`src/rtl/mem_access_ctrl_pkg.sv`:
```
// Shared types and LSU access-formatting helpers for the RAM data-port sequencer.
package mem_pkg;

  typedef enum logic [1:0] {
    IDLE  = 2'd0,
    ISSUE = 2'd1,
    WAIT  = 2'd2,
    RESP  = 2'd3
  } mem_state_e;

  localparam logic [2:0] F3_B  = 3'b000;
  localparam logic [2:0] F3_H  = 3'b001;
  localparam logic [2:0] F3_W  = 3'b010;
  localparam logic [2:0] F3_BU = 3'b100;
  localparam logic [2:0] F3_HU = 3'b101;

  function automatic logic [3:0] lane_be(input logic [2:0] funct3, input logic [1:0] a);
    case (funct3)
      F3_B, F3_BU: lane_be = 4'b0001 << a;
      F3_H, F3_HU: lane_be = 4'b0011 << a;
      F3_W:        lane_be = 4'b1111;
      default:     lane_be = 4'b0000;
    endcase
  endfunction

  // Store data is replicated so every enabled lane sees the LSB-aligned value.
  function automatic logic [31:0] lane_wdata(input logic [2:0] funct3, input logic [31:0] wdata);
    case (funct3)
      F3_B:    lane_wdata = {4{wdata[7:0]}};
      F3_H:    lane_wdata = {2{wdata[15:0]}};
      default: lane_wdata = wdata;
    endcase
  endfunction

  function automatic logic lsu_bad(input logic [2:0] funct3, input logic we, input logic [1:0] a);
    case (funct3)
      F3_B:    lsu_bad = 1'b0;
      F3_BU:   lsu_bad = we;
      F3_H:    lsu_bad = a[0];
      F3_HU:   lsu_bad = a[0] | we;
      F3_W:    lsu_bad = (a != 2'b00);
      default: lsu_bad = 1'b1;
    endcase
  endfunction

  function automatic logic [31:0] load_ext(input logic [2:0] funct3, input logic [1:0] a,
                                           input logic [31:0] word);
    logic [31:0] sh;
    sh = word >> {a, 3'b000};
    case (funct3)
      F3_B:    load_ext = {{24{sh[7]}}, sh[7:0]};
      F3_H:    load_ext = {{16{sh[15]}}, sh[15:0]};
      F3_BU:   load_ext = {24'h0, sh[7:0]};
      F3_HU:   load_ext = {16'h0, sh[15:0]};
      default: load_ext = word;
    endcase
  endfunction

endpackage

```
`src/rtl/mem_access_ctrl_rr_arb2.sv`:
```
// Two-way round-robin arbiter; a tie goes to the requester not granted last.
module mem_rr_arb2 (
  input  logic       clk,
  input  logic       rst,
  input  logic       clk_en,
  input  logic       en,
  input  logic [1:0] req,
  output logic [1:0] gnt
);

  logic last_one;

  always_comb begin
    gnt = 2'b00;
    if (en && clk_en) begin
      if (req[0] && (!req[1] || last_one)) gnt[0] = 1'b1;
      else if (req[1])                     gnt[1] = 1'b1;
    end
  end

  // Reset as if requester 1 was served last, so requester 0 wins the first tie.
  always_ff @(posedge clk or posedge rst) begin
    if (rst)       last_one <= 1'b1;
    else if (|gnt) last_one <= gnt[1];
  end

endmodule

```
`src/rtl/mem_access_ctrl.sv`:
```
// RAM data-port sequencer shared by the LSU and the program loader, one access in flight.
// Define MEM_CONSOLE_EN to turn LSU byte stores to CONSOLE_ADDR into simulation console output.
module mem_access_ctrl
  import mem_pkg::*;
#(
  parameter int                ADDR_W       = 32,
  parameter int                RAM_AW       = 10,
  parameter logic [ADDR_W-1:0] CONSOLE_ADDR = 'h200
) (
  input  logic              clk,
  input  logic              rst,
  input  logic              clk_en,
  input  logic              lsu_req,
  input  logic              lsu_we,
  input  logic [2:0]        lsu_funct3,
  input  logic [ADDR_W-1:0] lsu_addr,
  input  logic [31:0]       lsu_wdata,
  output logic              lsu_gnt,
  output logic              lsu_rsp_valid,
  output logic [31:0]       lsu_rdata,
  output logic              lsu_err,
  input  logic              ldr_req,
  input  logic              ldr_we,
  input  logic [RAM_AW-1:0] ldr_addr,
  input  logic [31:0]       ldr_wdata,
  output logic              ldr_gnt,
  output logic              ldr_rsp_valid,
  output logic [31:0]       ldr_rdata,
  output logic              ram_read_req,
  output logic [RAM_AW-1:0] ram_read_addr,
  input  logic [31:0]       ram_read_data,
  output logic              ram_write_en,
  output logic [3:0]        ram_byte_en,
  output logic [RAM_AW-1:0] ram_write_addr,
  output logic [31:0]       ram_write_data
);

  mem_state_e        state;
  logic [1:0]        gnt;
  logic              bad;
  logic [3:0]        be_lsu;
  logic              console_hit;
  logic              owner_p0;
  logic              we_p0;
  logic              err_p0;
  logic              console_p0;
  logic [2:0]        f3_p0;
  logic [1:0]        a_p0;
  logic [RAM_AW-1:0] idx_p0;
  logic [3:0]        be_p0;
  logic [31:0]       wdata_p0;
  logic [31:0]       rdata_p2;
  logic              wr_stb;
  logic              rd_stb;
  logic              rsp;
  logic              unused_addr_hi;

  mem_rr_arb2 u_arb (
    .clk    (clk),
    .rst    (rst),
    .clk_en (clk_en),
    .en     (state == IDLE),
    .req    ({ldr_req, lsu_req}),
    .gnt    (gnt)
  );

  assign bad    = lsu_bad(lsu_funct3, lsu_we, lsu_addr[1:0]);
  assign be_lsu = lane_be(lsu_funct3, lsu_addr[1:0]);
  assign unused_addr_hi = ^lsu_addr[ADDR_W-1:RAM_AW+2];

`ifdef MEM_CONSOLE_EN
  assign console_hit = lsu_we & be_lsu[0] & ~bad & (lsu_addr == CONSOLE_ADDR);

  always_ff @(posedge clk) begin
    if (clk_en && state == ISSUE && console_p0) $write("%c", wdata_p0[7:0]);
  end
`else
  assign console_hit = 1'b0;
`endif

  // C0: grant and latch; a bad LSU access skips the RAM and answers in C1.
  always_ff @(posedge clk or posedge rst) begin
    if (rst) begin
      state      <= IDLE;
      owner_p0   <= 1'b0;
      we_p0      <= 1'b0;
      err_p0     <= 1'b0;
      console_p0 <= 1'b0;
    end else if (clk_en) begin
      case (state)
        IDLE: if (|gnt) begin
          owner_p0   <= gnt[1];
          we_p0      <= gnt[1] ? ldr_we : lsu_we;
          err_p0     <= gnt[0] & bad;
          console_p0 <= gnt[0] & console_hit;
          state      <= (gnt[0] & bad) ? RESP : ISSUE;
        end
        ISSUE:   state <= we_p0 ? RESP : WAIT;
        WAIT:    state <= RESP;
        default: state <= IDLE;
      endcase
    end
  end

  always_ff @(posedge clk) begin
    if (|gnt) begin
      if (gnt[1]) begin
        f3_p0    <= F3_W;
        a_p0     <= 2'b00;
        idx_p0   <= ldr_addr;
        be_p0    <= 4'b1111;
        wdata_p0 <= ldr_wdata;
      end else begin
        f3_p0    <= lsu_funct3;
        a_p0     <= lsu_addr[1:0];
        idx_p0   <= lsu_addr[RAM_AW+1:2];
        be_p0    <= be_lsu;
        wdata_p0 <= lane_wdata(lsu_funct3, lsu_wdata);
      end
      rdata_p2 <= '0;
    // C2: the registered RAM word arrives and is extended.
    end else if (clk_en && state == WAIT) begin
      rdata_p2 <= load_ext(f3_p0, a_p0, ram_read_data);
    end
  end

  // C1: RAM strobes come straight from the latched access.
  assign wr_stb = (state == ISSUE) & we_p0 & ~console_p0;
  assign rd_stb = (state == ISSUE) & ~we_p0;
  assign rsp    = (state == RESP);

  assign ram_write_en   = wr_stb;
  assign ram_byte_en    = wr_stb ? be_p0 : 4'b0000;
  assign ram_write_addr = wr_stb ? idx_p0 : '0;
  assign ram_write_data = wr_stb ? wdata_p0 : 32'h0;
  assign ram_read_req   = rd_stb;
  assign ram_read_addr  = rd_stb ? idx_p0 : '0;

  assign lsu_gnt       = gnt[0];
  assign ldr_gnt       = gnt[1];
  assign lsu_rsp_valid = rsp & ~owner_p0;
  assign ldr_rsp_valid = rsp & owner_p0;
  assign lsu_rdata     = lsu_rsp_valid ? rdata_p2 : 32'h0;
  assign lsu_err       = lsu_rsp_valid & err_p0;
  assign ldr_rdata     = ldr_rsp_valid ? rdata_p2 : 32'h0;

endmodule

```
`config.mk`:
```
export PLATFORM = sky130hd
export DESIGN_NAME = mem_access_ctrl
export DESIGN_NICKNAME = d
export VERILOG_FILES = /design/src/rtl/mem_access_ctrl_pkg.sv /design/src/rtl/mem_access_ctrl_rr_arb2.sv /design/src/rtl/mem_access_ctrl.sv
export SDC_FILE = /design/constraint.sdc
export NUM_CORES = 1
export LEC_CHECK = 0
export CAP_MARGIN = 20
export CELL_PAD_IN_SITES_DETAIL_PLACEMENT = 0
export CELL_PAD_IN_SITES_GLOBAL_PLACEMENT = 2
export CORE_MARGIN = 8
export CORE_UTILIZATION = 22
export DETAILED_ROUTE_END_ITERATION = 10
export GPL_ROUTABILITY_DRIVEN = 0
export PLACE_DENSITY = 0.79
export REMOVE_ABC_BUFFERS = 1
export SYNTH_ARGS = -nofsm -noshare
export SYNTH_HDL_FRONTEND = slang
export SYNTH_HIERARCHICAL = 1
export SYNTH_SLANG_ARGS = --single-unit
```
`constraint.sdc`:
```
create_clock -name clk -period 5.4 [get_ports clk]
set_clock_uncertainty 0.1 [all_clocks]
set_input_delay 0.54 -clock clk [delete_from_list [all_inputs] [get_ports clk]]
set_output_delay 0.54 -clock clk [all_outputs]
set_load 0.01 [all_outputs]
```
=== After elaboration in Yosys (flattened, before gate mapping) ===
Cells that the tools add are included.

* Register bits after elaboration: 89
* Input bits: 148
* Word-level logic and storage cells: 69

* Equal/unequal tests: 11
* Shift operators: 3
* Multiplexer cells: 21
* Bitwise logic cells: 9
* Reductions and logical operators: 14

{| class="wikitable"
|+ Operator list
! kind !! count
|-
| $mux 32 || 4
|-
| $pmux 32 s4 || 1
|-
| $pmux 32 s2 || 1
|-
| $shr 32x5->16 || 1
|-
| $mux 10 || 3
|-
| $eq 3x3->1 const B || 4
|-
| $pmux 4 s3 || 1
|-
| $and 1x1->1 || 6
|-
| $eq 3x1->1 const B || 2
|-
| $logic_not 3->1 || 2
|-
| $mux 2 || 3
|-
| $pmux 2 s3 || 1
|-
| $reduce_or 2->1 || 3
|-
| $mux 1 || 5
|-
| $pmux 1 s5 || 1
|-
| $eq 2x2->1 const B || 2
|-
| $mux 4 || 1
|-
| $shl 1x2->4 const A || 1
|-
| $shl 2x2->4 const A || 1
|-
| $eq 3x2->1 const B || 1
|-
| $logic_and 1x1->1 || 3
|-
| $reduce_and 3->1 || 1
|-
| $eq 2x1->1 const B || 1
|-
| $logic_not 2->1 || 1
|-
| 7 further kinds || 8
|}

=== Longest topological paths before layout ===
Gate-level depths: netlist of the first run.

* Depth in word-level cells: 9
* Mapped depth: 10

=== Hierarchy ===
The synthesis of the first run kept the hierarchy.

{| class="wikitable"
|+ By module, submodules not included
! module !! times used !! cells each !! area an instance (sq um) !! seq. area each (sq um)
|-
| mem_access_ctrl || 1 || 583 || 5,263.8 || 2,297.2
|-
| mem_rr_arb2 || 1 || 9 || 71.3 || 26.3
|}

=== Worst setup path after synthesis of the first run ===
OpenSTA, ideal clock, no wires.

* Path kind: register to register
* From: register state[0]
* To: register rdata_p2[0]
* Setup time: 124 ps
* Arrival: 3,720 ps
* Setup slack: 1,456 ps
* Cell stages (with the launch flop): 11
* Buffers on the path: 1
* Period minus slack after synthesis: 3,944 ps
* Path through: dfrtp_1 -> inv_1 -> ha_1 -> nand3_1 -> a21oi_1 -> nor2_1 -> inv_1 -> clkbuf_1 -> nor2_1 -> nand2_1 -> o31ai_1

* Longest elaborated chain between the ends: 4

{| class="wikitable"
|+ RTL lines
! item !! RTL line !! source
|-
| start: declaration || mem_access_ctrl.sv:38 || <nowiki>mem_state_e state;</nowiki>
|-
| start signal: assignment || mem_access_ctrl.sv:96 || <nowiki>state <= (gnt[0] & bad) ? RESP : ISSUE;</nowiki>
|-
| start signal: assignment || mem_access_ctrl.sv:98 || <nowiki>ISSUE: state <= we_p0 ? RESP : WAIT;</nowiki>
|-
| $logic_not 2->1 || mem_access_ctrl.sv:62 || <nowiki>.en (state == IDLE),</nowiki>
|-
| $logic_and 1x1->1 || mem_access_ctrl_rr_arb2.sv:15 || <nowiki>if (en && clk_en) begin</nowiki>
|-
| $mux 2 || mem_access_ctrl_rr_arb2.sv:15 ||
|-
| net ldr_gnt || mem_access_ctrl.sv:26 || <nowiki>output logic ldr_gnt,</nowiki>
|-
| $reduce_or 2->1 || mem_access_ctrl.sv:106 || <nowiki>if (|gnt) begin</nowiki>
|-
| end signal: assignment || mem_access_ctrl.sv:123 || <nowiki>rdata_p2 <= load_ext(f3_p0, a_p0, ram_read_data);</nowiki>
|-
| end: declaration || mem_access_ctrl.sv:52 || <nowiki>logic [31:0] rdata_p2;</nowiki>
|}

The timed path passes the listed nets, and every way through them passes these cells.
A chain may end at the register's enable or synchronous reset.

=== Final worst setup path of the first run ===
* From: register state[0]
* To: register wdata_p0[14], enable pin

* Longest elaborated chain between the ends: 4

{| class="wikitable"
|+ RTL lines
! item !! RTL line !! source
|-
| $logic_not 2->1 || mem_access_ctrl.sv:62 ||
|-
| $logic_and 1x1->1 || mem_access_ctrl_rr_arb2.sv:15 ||
|-
| $mux 2 || mem_access_ctrl_rr_arb2.sv:15 ||
|-
| $reduce_or 2->1 || mem_access_ctrl.sv:106 ||
|-
| end signal: assignment || mem_access_ctrl.sv:112 || <nowiki>wdata_p0 <= ldr_wdata;</nowiki>
|-
| end signal: assignment || mem_access_ctrl.sv:118 || <nowiki>wdata_p0 <= lane_wdata(lsu_funct3, lsu_wdata);</nowiki>
|-
| end: declaration || mem_access_ctrl.sv:51 || <nowiki>logic [31:0] wdata_p0;</nowiki>
|}

No other way between the ends.

==> metrics.md, run 1 <==
| Metric | Value |
|---|---|
| Status | complete, no violations |
| Launch point of the critical path | state[0] |
| DR iter-0 viols | ~250 |
| Slew Viols, Final | 0 |
| Post-synth ARST share | 0.0674 |
| Die Width | about 170 microns |
| Synth Warn # | 6 |
| Cell mode on critical path | buf_4 |
| Total global-route track usage | 0.136 |
| Required @ worst endpoint | approximately 5300 ps |
| Least-Margin Pin Slew | 985 ps |
| Most common cell after layout, fill and taps aside | clkdlybuf4s50_1 |
| Synthesized area | 5340 sq um |
| Post-Synthesis Cells | around 590 |
| Worst skew pair latency | 340 ps |
| Switching part of the total power | 0.358 |
| Drc violations | 0 |
| Max-cap check violation count | 0 |
| Average cell area after synthesis | approximately 9.0 sq um |
| Worst R2R Start | state[0] |
| NumNets Final | 972 |
| Cts repair resizes | 0 |
| Crit-path max FO | 42 |
| Worst vdd ir | around 180 uV |
| Fin crit share | 0.649 |
| H-tree levels | 3 |
| Power density over the cells | 374 nW/um^2 |
| Clock transition at path regs | 70 ps |
| DP Worst Slack | 1490 ps |
| Area grow syn2layout | 60.4% |
| Clock buffer depth | 2 |
| Internal | 0.00205 W |
| IO Pins | 275 |
| Setup violations, final | 0 |
| Vias/cell | 4.39 |
| EDFF count, synth | 51 |
| Final WS setup | 1900 ps |
| Initial antenna violation count | 2 |
| CP Class | reg -> reg |
| DIE AREA | 29500 sq um |
| Cell Chain, Critical Path | inv_1 -> ha_1 -> nand3_1 -> a21oi_4 -> buf_4 -> nor2_1 -> buf_4 -> inv_2 -> buf_4 |
| Lkg Pwr | 3.29 nW |
| CTS buffer count | 9 |
| Unrepaired setup endpoints after global routing | no |
| Crit path buf inv count | 5 |
| Seq pwr share | 0.341 |
| Clock sink count | 89 |
| Seq/Total Area, Yosys | 0.436 |
| CP max stage delay | around 730 ps |
| Postcts setup bufs | 0 |
| Layout cells sized above 1 | 0.0850 |
| Min cycle time layout | 3500 ps |
| Power share of the clock group | 0.232 |
| Ys flop type | edfxtp_1 |
| Hold_buf cts | 0 |
| Clock tree root buffer cell | clkbuf_16 |
| Routed len/inst | between 15 and 20 microns |
| Core box area | 24000 sq um |
| Comb pwr share | 0.427 |
| Yosys cell types | 38 |
| CTS tree | done |
| Drt pass-1 iters | 4 |
| FP Rows | 57 |
| Post-Route WL | 20600 microns |
| Max_slew headroom | 0.342 |
| Via count | between 5000 and 6000 |
| Largest net degree at the start of global routing | 53 |
| Hpwl dp | 15600 microns |
| Global-route wire length before repair | about 31000 microns |
| Min-delay worst type | in -> async |
| Synth Register Bits | between 80 and 90 |
| Final Hold Vio Count | 0 |
| Final ANT Viol Nets | 0 |
| IO buf count | 254 |
| Startpoint types | flop |
| Fmax | 0.285 GHz |
| P_sw | 0.00114 W |
| Vias in the first global route | 5246 |
| Critical-path top delay cell | inv_2 |
| Top Family by Delay on Critical Path | buffers and inverters |
| Gr ovfl total | 0 |
| Most frequent cells in the layout | clkdlybuf4s50_1 (254), and3_1 (78), nand2_1 (73) |
| Crit path DAT | 3430 ps |
| Setup_tns | 0 ps |
| Die Span Y | approximately 170 microns |
| CP Capture Type | flop |
| Initial Utilization | 0.222 |
-- routing by layer --
layer,up-vias,track usage,wire length [microns]
met1,2287,0.151,8160
li1,2560,-,-
met3,12,0.0650,2520
met2,187,0.230,9680
met4,0,0.0401,240
met5,-,0,0
-- through the flow --
step | total power (W) | utilization | hold WS [ps] | instance area (sq um) | std cells
finish | 0.00320 | 0.356 | 353 | 8560 | 1150
global route | 0.00342 | 0.356 | 373 | 8550 | 1148
floorplan | 0.00174 | - | 219 | 5130 | 541
global placement | 0.00249 | 0.340 | 361 | 8180 | 1130
detailed placement | 0.00250 | 0.340 | 376 | 8180 | 1130
CTS | 0.00326 | 0.355 | 345 | 8520 | 1146
-- path summary, 6_finish.rpt --
kind	endpoint	slack, ps	cells past startpoint
worst max-delay path	wdata_p0[14]	1900	9
worst max register to register	wdata_p0[14]	1900	9
worst min-delay path	we_p0	350	2
worst min register to register	rdata_p2[1]	380	2
min in group clk	rdata_p2[1]	380	2
max in group asynchronous	state[1]	4680	2
-- Yosys cell counts, types with 2 or more instances --
cell | count | share of area
and3_1 | 78 | 0.091
nand2_1 | 73 | 0.051
o21ai_0 | 67 | 0.063
edfxtp_1 | 51 | 0.29
and2_1 | 46 | 0.054
clkbuf_1 | 41 | 0.029
mux2i_1 | 33 | 0.062
dfxtp_1 | 32 | 0.12
nor2_1 | 31 | 0.022
mux2_2 | 20 | 0.042
a21oi_1 | 19 | 0.018
a31oi_2 | 10 | 0.023
nor3_1 | 10 | 0.0094
o31ai_1 | 10 | 0.014
inv_1 | 9 | 0.0063
nand3b_1 | 9 | 0.013
nor2b_1 | 8 | 0.0094
a31oi_1 | 6 | 0.0070
buf_2 | 5 | 0.0047
dfrtp_1 | 5 | 0.023
ha_1 | 5 | 0.012
buf_1 | 4 | 0.0028
nand3_1 | 4 | 0.0038
nand2b_1 | 2 | 0.0023
-- layout make-up --
class                      count  area (sq um)
multi-input combinational    443          2790
tap                          324           405
clock buffer                   9           225
antenna                        2          5.00
clock inverter                 7           119
inverter                       9          33.8
timing repair buffer         267          2660
fill                        2526         15500
sequential                    89          2320
-- power groups by stage --
| stage | Clock [W] | Sequential [W] | Combinational, W |
|---|---|---|---|
| floorplan | 0 | 0.00108 | 0.000664 |
| global placement | 0 | 0.00110 | 0.00139 |
| detailed placement | 0 | 0.00111 | 0.00139 |
| CTS | 0.000763 | 0.00109 | 0.00140 |
| global route | 0.000792 | 0.00112 | 0.00151 |
| finish | 0.000741 | 0.00109 | 0.00137 |
-- flip-flops by register name (all words and copies together), names as in the netlist --
register,cells
idx_p0,10
state,2
we_p0,1
u_arb/last_one,1
wdata_p0,32
rdata_p2,32
be_p0,4
f3_p0,3
a_p0,2
owner_p0,1
err_p0,1
-- kinds of logic (layout without fill, tap and decap cells) --
group                    after synthesis  after routing  share of synthesized area
adder cells (fa/ha/maj)                5              5                     0.0117
other                                  0              2                          0
multiplexers                          54             54                      0.108
flip-flops                            89             89                      0.436
AO/OA/AOI/OAI                        118            118                      0.136
buffers and inverters                 60            292                     0.0448
AND/OR/NAND/NOR                      266            266                      0.263
-- worst register-to-register path, delay by kind of cell (launching register included) --
kind | cells | cell delay [ps]
buffers and inverters | 5 | 1840
DFF | 1 | 430
adders and majority gates | 1 | 360
and+or+nand+nor | 2 | 320
AOI/OAI and AO/OA | 1 | 150
Power figures use the tool's default switching activity.
==> run 2: changes to the inputs <==
- CORE_UTILIZATION: 22 -> 20
- PLACE_DENSITY: 0.79 -> 0.75
- clock period: 5.4 -> 2.9 ns (I/O delays scaled with it)
==> run 2 against run 1 <==
  * First-iteration DRC count decreased by 18%
  * Total power increased by 85%
  * Sequential cell count unchanged
  * Utilization decreased by 2.4 points
  * Register-to-register slack got worse by 1300 ps
  * Via count increased by 2.2%
  * Largest cell class is now non-clock buffers
  * Clock power increased by 57%
  * Combinational power increased by 99%
==> metrics.md, run 2 (synthesis gave the netlist of run 1 again) <==
| Metric | Value |
|---|---|
| Drc violations | 0 (unchanged) |
| DIE AREA | 32200 sq um (+9.0%) |
| Status | complete, no violations |
| Least-Margin Pin Slew | 619 ps (-366 ps) |
| DR iter-0 viols | 203 (-18%) |
| Top Family by Delay on Critical Path | buffers and inverters |
| Flop-to-flop setup slack | 610 ps (-1290 ps) |
| Postcts setup bufs | 0 (unchanged) |
| Layout cells sized above 1 | 0.103 (+0.0185) |
| Die Width | 179 microns (+4.4%) |
| Setup_tns | 0 ps (unchanged) |
| Required @ worst endpoint | 2510 ps (-2810 ps) |
| Hold_buf cts | 0 (unchanged) |
| Routed len/inst | 18.6 microns (+4.0%) |
| R2R depth | 7 (-2) |
| Initial Utilization | 0.204 (-0.0178) |
| Clock transition at path regs | 70 ps (about the same) |
| H-tree levels | 3 (unchanged) |
| Placed insts | 1160 (+2.7%) |
| NumNets Final | 989 (+1.7%) |
| CP Capture Type | primary output |
| Crit-path max FO | 11 (-74%) |
| Cts repair resizes | 0 (unchanged) |
| Min-delay worst type | in -> async |
| Most frequent cells in the layout | clkdlybuf4s50_1 (254), and3_1 (78), nand2_1 (73) |
| Slew Viols, Final | 0 (unchanged) |
| Post-Route WL | 21900 microns (+6.4%) |
| Worst vdd ir | 248 uV (+39%) |
| Unrepaired setup endpoints after global routing | no |
| Largest net degree at the start of global routing | 50 (-5.7%) |
| Crit path buf inv count | 3 (-2) |
| Reg2reg end | idx_p0[0] |
| Cell Chain, Critical Path | inv_1 -> ha_1 -> nor2b_1 -> buf_4 -> and2_1 -> clkdlybuf4s50_1 |
| Final ANT Viol Nets | 0 (unchanged) |
| Fmax | 0.374 GHz |
| Initial antenna violation count | 1 (-1) |
| Fin crit share | 0.922 |
| Hold_ws | 89.7 ps (-263 ps) |
| Lkg Pwr | 3.37 nW (+2.2%) |
| Total Power | 0.00592 W (+85%) |
| Setup violations, final | 0 (unchanged) |
| CP Class | reg -> out |
| Clock sink count | 89 (unchanged) |
| Vias in the first global route | 5474 (+4.3%) |
| Gr ovfl total | 0 (unchanged) |
| CP max stage delay | 550 ps (-180 ps) |
| Most common cell after layout, fill and taps aside | clkdlybuf4s50_1 |
| Global-route wire length before repair | 32900 microns (+6.9%) |
| Die Span Y | 179 microns (+4.4%) |
| Ant diodes | 0 (-2) |
| Area grow syn2layout | 62.6% |
| Launch point of the critical path | state[1] |
| Power density over the cells | 683 nW/um^2 (+83%) |
| Total global-route track usage | 0.135 (-0.000974) |
| CTS tree | done |
| Final Hold Vio Count | 0 (unchanged) |
| Max-cap check violation count | 0 (unchanged) |
| Worst R2R Start | state[0] |
| Min cycle time layout | around 2700 ps |
| Worst skew pair latency | 350 ps (about the same) |
| FP Rows | 59 (+3.5%) |
| Vias/cell | 4.39 (about the same) |
| Crit path DAT | 2280 ps (-1150 ps) |
| Core Util, Final | 0.332 (-0.0240) |
| Via count | 5159 (+2.2%) |
| CTS buffer count | 9 (unchanged) |
| Final Non-Filler Cells | 1176 (+2.3%) |
| IO Pins | 275 (unchanged) |
| Max_slew headroom | 0.586 (+0.244) |
| Largest regs | rdata_p2 (32), wdata_p0 (32), idx_p0 (10) |
| Clock tree root buffer cell | clkbuf_16 |
| Hpwl dp | 16700 microns (+7.4%) |
| IO buf count | 254 (unchanged) |
| Clock buffer depth | 2 (unchanged) |
| Startpoint types | flop |
| WP depth | 6 (-3) |
| Drt pass-1 iters | 4 (unchanged) |
| Crit path to | ram_read_addr[1] |
| Core box area | 26100 sq um (+8.7%) |
| Critical-path top delay cell | clkdlybuf4s50_1 |
[run 2: changes by cell type in the layout (fill, tap and decap cells not counted), sizes merged]
cell / change
buf: +17
bufinv: -3
clkbuf: +2
diode: -2
clkinv: +1
clkinvlp: -1
inv: +1
[run 2: cell type report]
cell class | count | area [sq um]
fillers | 2797 | 17500
inverters | 9 | 33.8
clock buffers | 11 | 253
clock inverters | 5 | 38.8
repair buffers | 284 | 2820
flip-flops and latches | 89 | 2320
multi-input cells | 443 | 2790
well taps | 335 | 419
[run 2: how the worst min path moves through the flow]
stage / cells past startpoint / slack (ps) / from / end
after floorplan: 1 / -30 / rst / err_p0
after global placement: 2 / 350 / rdata_p2[2] / rdata_p2[2]
after detailed placement: 2 / 360 / rdata_p2[2] / rdata_p2[2]
after CTS: 2 / 80 / rst / owner_p0
after global routing: 2 / 110 / rst / owner_p0
final: 2 / 90 / rst / state[1]
[run 2: metal layers]
| layer | global-route usage | wire length (microns) | up-vias | part of all wire |
|---|---|---|---|---|
| met3 | 0.0579 | 2330 | 16 | 0.11 |
| met4 | 0.0434 | 265 | 2 | 0.012 |
| met1 | 0.164 | 9480 | 2339 | 0.43 |
| met2 | 0.215 | 9820 | 203 | 0.45 |
| met5 | 0 | 13 | - | 0.00059 |
| li1 | - | - | 2599 | - |
[run 2: per-stage QoR]
stage,cell area [sq um],setup slack [ps]
2_1_floorplan,5130,-3980
3_3_place_gp,8380,544
3_5_place_dp,8380,551
4_1_cts,8680,151
5_1_grt,8680,50.1
6_report,8680,225
[run 2: power by group]
| group | internal, W | switching (W) |
|---|---|---|
| Combinational | 0.00132 | 0.00141 |
| Sequential | 0.00177 | 0.000257 |
| Clock | 0.000632 | 0.000530 |
| Total | 0.00372 | 0.00220 |
[run 2: worst register-to-register path: stages (launching register included)]
cell,delay (ps)
dfrtp_1,440
inv_1,110
ha_1,200
nand3_1,170
a21oi_4,160
buf_4,210
buf_12,250
mux2_2,400
==> run 3: changes to the inputs <==
- CAP_MARGIN: 20 -> 0
- MAX_ROUTING_LAYER: not set -> met4
==> run 3 against run 2 <==
  * Utilization is essentially flat
  * First-iteration DRC count grew 32%
  * Global-route usage grew 0.39 points
  * Final cell count is essentially flat
  * Fmax grew 0.13%
  * Critical path depth is the same
  * Worst hold slack lost 6.3 ps
  * Highest routed layer is now met4
==> metrics.md, run 3 (synthesis gave the netlist of run 1 again) <==
| Metric | Value |
|---|---|
| Vias in the first global route | 5515 (+0.75%) |
| Crit path DAT | 2280 ps (about the same) |
| Startpoint types | flop |
| Drt pass-1 iters | 6 (+2) |
| Postcts setup bufs | 0 (unchanged) |
| CTS tree | done |
| Required @ worst endpoint | 2510 ps (about the same) |
| Gr ovfl total | 0 (unchanged) |
| Via count | 5179 (+0.39%) |
| Layout cells sized above 1 | 0.103 (unchanged) |
| Most common cell after layout, fill and taps aside | clkdlybuf4s50_1 |
| Most frequent cells in the layout | clkdlybuf4s50_1 (254), and3_1 (78), nand2_1 (73) |
| CTS buffer count | 9 (unchanged) |
| Unrepaired setup endpoints after global routing | no |
| Fin crit share | 0.921 (-0.00119) |
| CP Capture Type | primary output |
| Initial antenna violation count | 1 (unchanged) |
| H-tree levels | 3 (unchanged) |
| Max-cap check violation count | 0 (unchanged) |
| Final Non-Filler Cells | 1177 (+0.085%) |
| Reg2reg end | idx_p0[0] |
| Top Family by Delay on Critical Path | buffers and inverters |
| P_sw | 0.00220 W (+0.22%) |
| Area of the multi-input gates | 2790 sq um (unchanged) |
| Cts repair resizes | 0 (unchanged) |
| FP Rows | 59 (unchanged) |
| Hpwl dp | 16700 microns (unchanged) |
| DR iter-0 viols | 268 (+32%) |
| Total global-route track usage | 0.139 (+0.00390) |
| Largest net degree at the start of global routing | 50 (unchanged) |
| Status | complete, no violations |
| Worst vdd ir | 248 uV (+0.12%) |
| Setup_tns | 0 ps (unchanged) |
| Min-delay worst type | in -> async |
| Vias/cell | 4.40 (+0.30%) |
| Crit-path max FO | 11 (unchanged) |
| Placed insts | 1160 (unchanged) |
| Switching part of the total power | 0.372 (+0.000508) |
| Die Width | 179 microns (unchanged) |
| Largest regs | rdata_p2 (32), wdata_p0 (32), idx_p0 (10) |
| Clock buffer depth | 2 (unchanged) |
| Fill count | 2797 (unchanged) |
| Crit path buf inv count | 3 (unchanged) |
| Cell Chain, Critical Path | inv_1 -> ha_1 -> nor2b_1 -> buf_4 -> and2_1 -> clkdlybuf4s50_1 |
| Power density over the cells | 683 nW/um^2 (about the same) |
| Core box area | 26100 sq um (unchanged) |
| Internal | 0.00372 W (about the same) |
| Fmax | 0.374 GHz (+0.13%) |
| Area grow syn2layout | 62.7% (about the same) |
| Die Span Y | 179 microns (unchanged) |
| Drc violations | 0 (unchanged) |
| Seq pwr share | 0.342 (about the same) |
| Least-Margin Pin Slew | 583 ps (-35.5 ps) |
| Setup violations, final | 0 (unchanged) |
| Final Hold Vio Count | 0 (unchanged) |
| Routed len/inst | 18.6 microns (about the same) |
| Worst skew pair latency | 350 ps (about the same) |
| Max_slew headroom | 0.610 (+0.0238) |
| CP Class | reg -> out |
| Clock transition at path regs | 70 ps (about the same) |
| Seq. cell area | 2320 sq um (unchanged) |
| IO Pins | 275 (unchanged) |
| Critical-path top delay cell | clkdlybuf4s50_1 |
| Lkg Pwr | 3.37 nW (about the same) |
| NumNets Final | 989 (unchanged) |
| Worst R2R Start | state[0] |
| Hold_buf cts | 0 (unchanged) |
| Initial Utilization | 0.204 (unchanged) |
| Global-route wire length before repair | 32600 microns (-0.71%) |
| Power share of the clock group | 0.197 (about the same) |
| Min cycle time layout | 2670 ps (-3.46 ps) |
| DP Worst Slack | 551 ps (unchanged) |
| Final ANT Viol Nets | 0 (unchanged) |
| Clock sink count | 89 (unchanged) |
| Flop-to-flop setup slack | 610 ps (about the same) |
| Slew Viols, Final | 0 (unchanged) |
| Comb pwr share | 0.460 (about the same) |
| Clock tree root buffer cell | clkbuf_16 |
| Final WS setup | 229 ps (+3.46 ps) |
| IO buf count | 254 (unchanged) |
| CP max stage delay | 550 ps (about the same) |
| Post-Route WL | 21900 microns (about the same) |
| R2R depth | 7 (unchanged) |
| DIE AREA | 32200 sq um (unchanged) |
[run 3: cell types whose count changed in the layout (fill, tap and decap cells not counted)]
cell and change:
diode_2 +1
[run 3: worst max path at each step]
stage | from | end | slack (ps) | depth (start not counted)
detailed placement | state[1] | ram_read_addr[1] | 550 | 6
global placement | state[1] | ram_byte_en[0] | 540 | 5
global route | state[1] | ram_read_addr[8] | 50 | 6
floorplan | state[0] | err_p0 | -3980 | 8
finish | state[1] | ram_read_addr[1] | 230 | 6
CTS | state[1] | ram_read_addr[1] | 150 | 6
[run 3: cell type report]
type | count | share of cell area
repair buffers | 284 | 0.325
flip-flops and latches | 89 | 0.268
clock buffers | 11 | 0.0291
multi-input cells | 443 | 0.322
inverters | 9 | 0.00389
well taps | 335 | 0.0483
clock inverters | 5 | 0.00447
diodes | 1 | 0.000288
[run 3: per-stage QoR]
| stage | instance area (sq um) | utilization | total power [W] | hold slack [ps] |
|---|---|---|---|---|
| final | 8680 | 0.332 | 0.00593 | 83.5 |
| after global routing | 8680 | 0.332 | 0.00637 | 110 |
| after CTS | 8680 | 0.332 | 0.00605 | 78.4 |
| after detailed placement | 8380 | 0.321 | 0.00484 | 361 |
| after global placement | 8380 | 0.321 | 0.00482 | 351 |
| after floorplan | 5130 | - | 0.00325 | -31.5 |
[run 3: layer usage]
layer	GRT usage	wire length (microns)	up-vias
li1	-	-	2597
met1	0.162	9360	2347
met2	0.216	9750	219
met3	0.0598	2490	16
met4	0.0434	322	0
met5	-	0	-
[run 3: worst register-to-register path: stages (launching register included)]
cell and delay, ps:
dfrtp_1 440, inv_1 110, ha_1 200, nand3_1 170
a21oi_4 160, buf_4 210, buf_12 250, mux2_2 390
[run 3: power by group through the flow]
stage	logic, W	registers [W]	clock network, W
final	0.00273	0.00203	0.00117
after global routing	0.00303	0.00209	0.00126
after CTS	0.00279	0.00204	0.00122
after detailed placement	0.00278	0.00206	0
after global placement	0.00277	0.00205	0
after floorplan	0.00124	0.00201	0
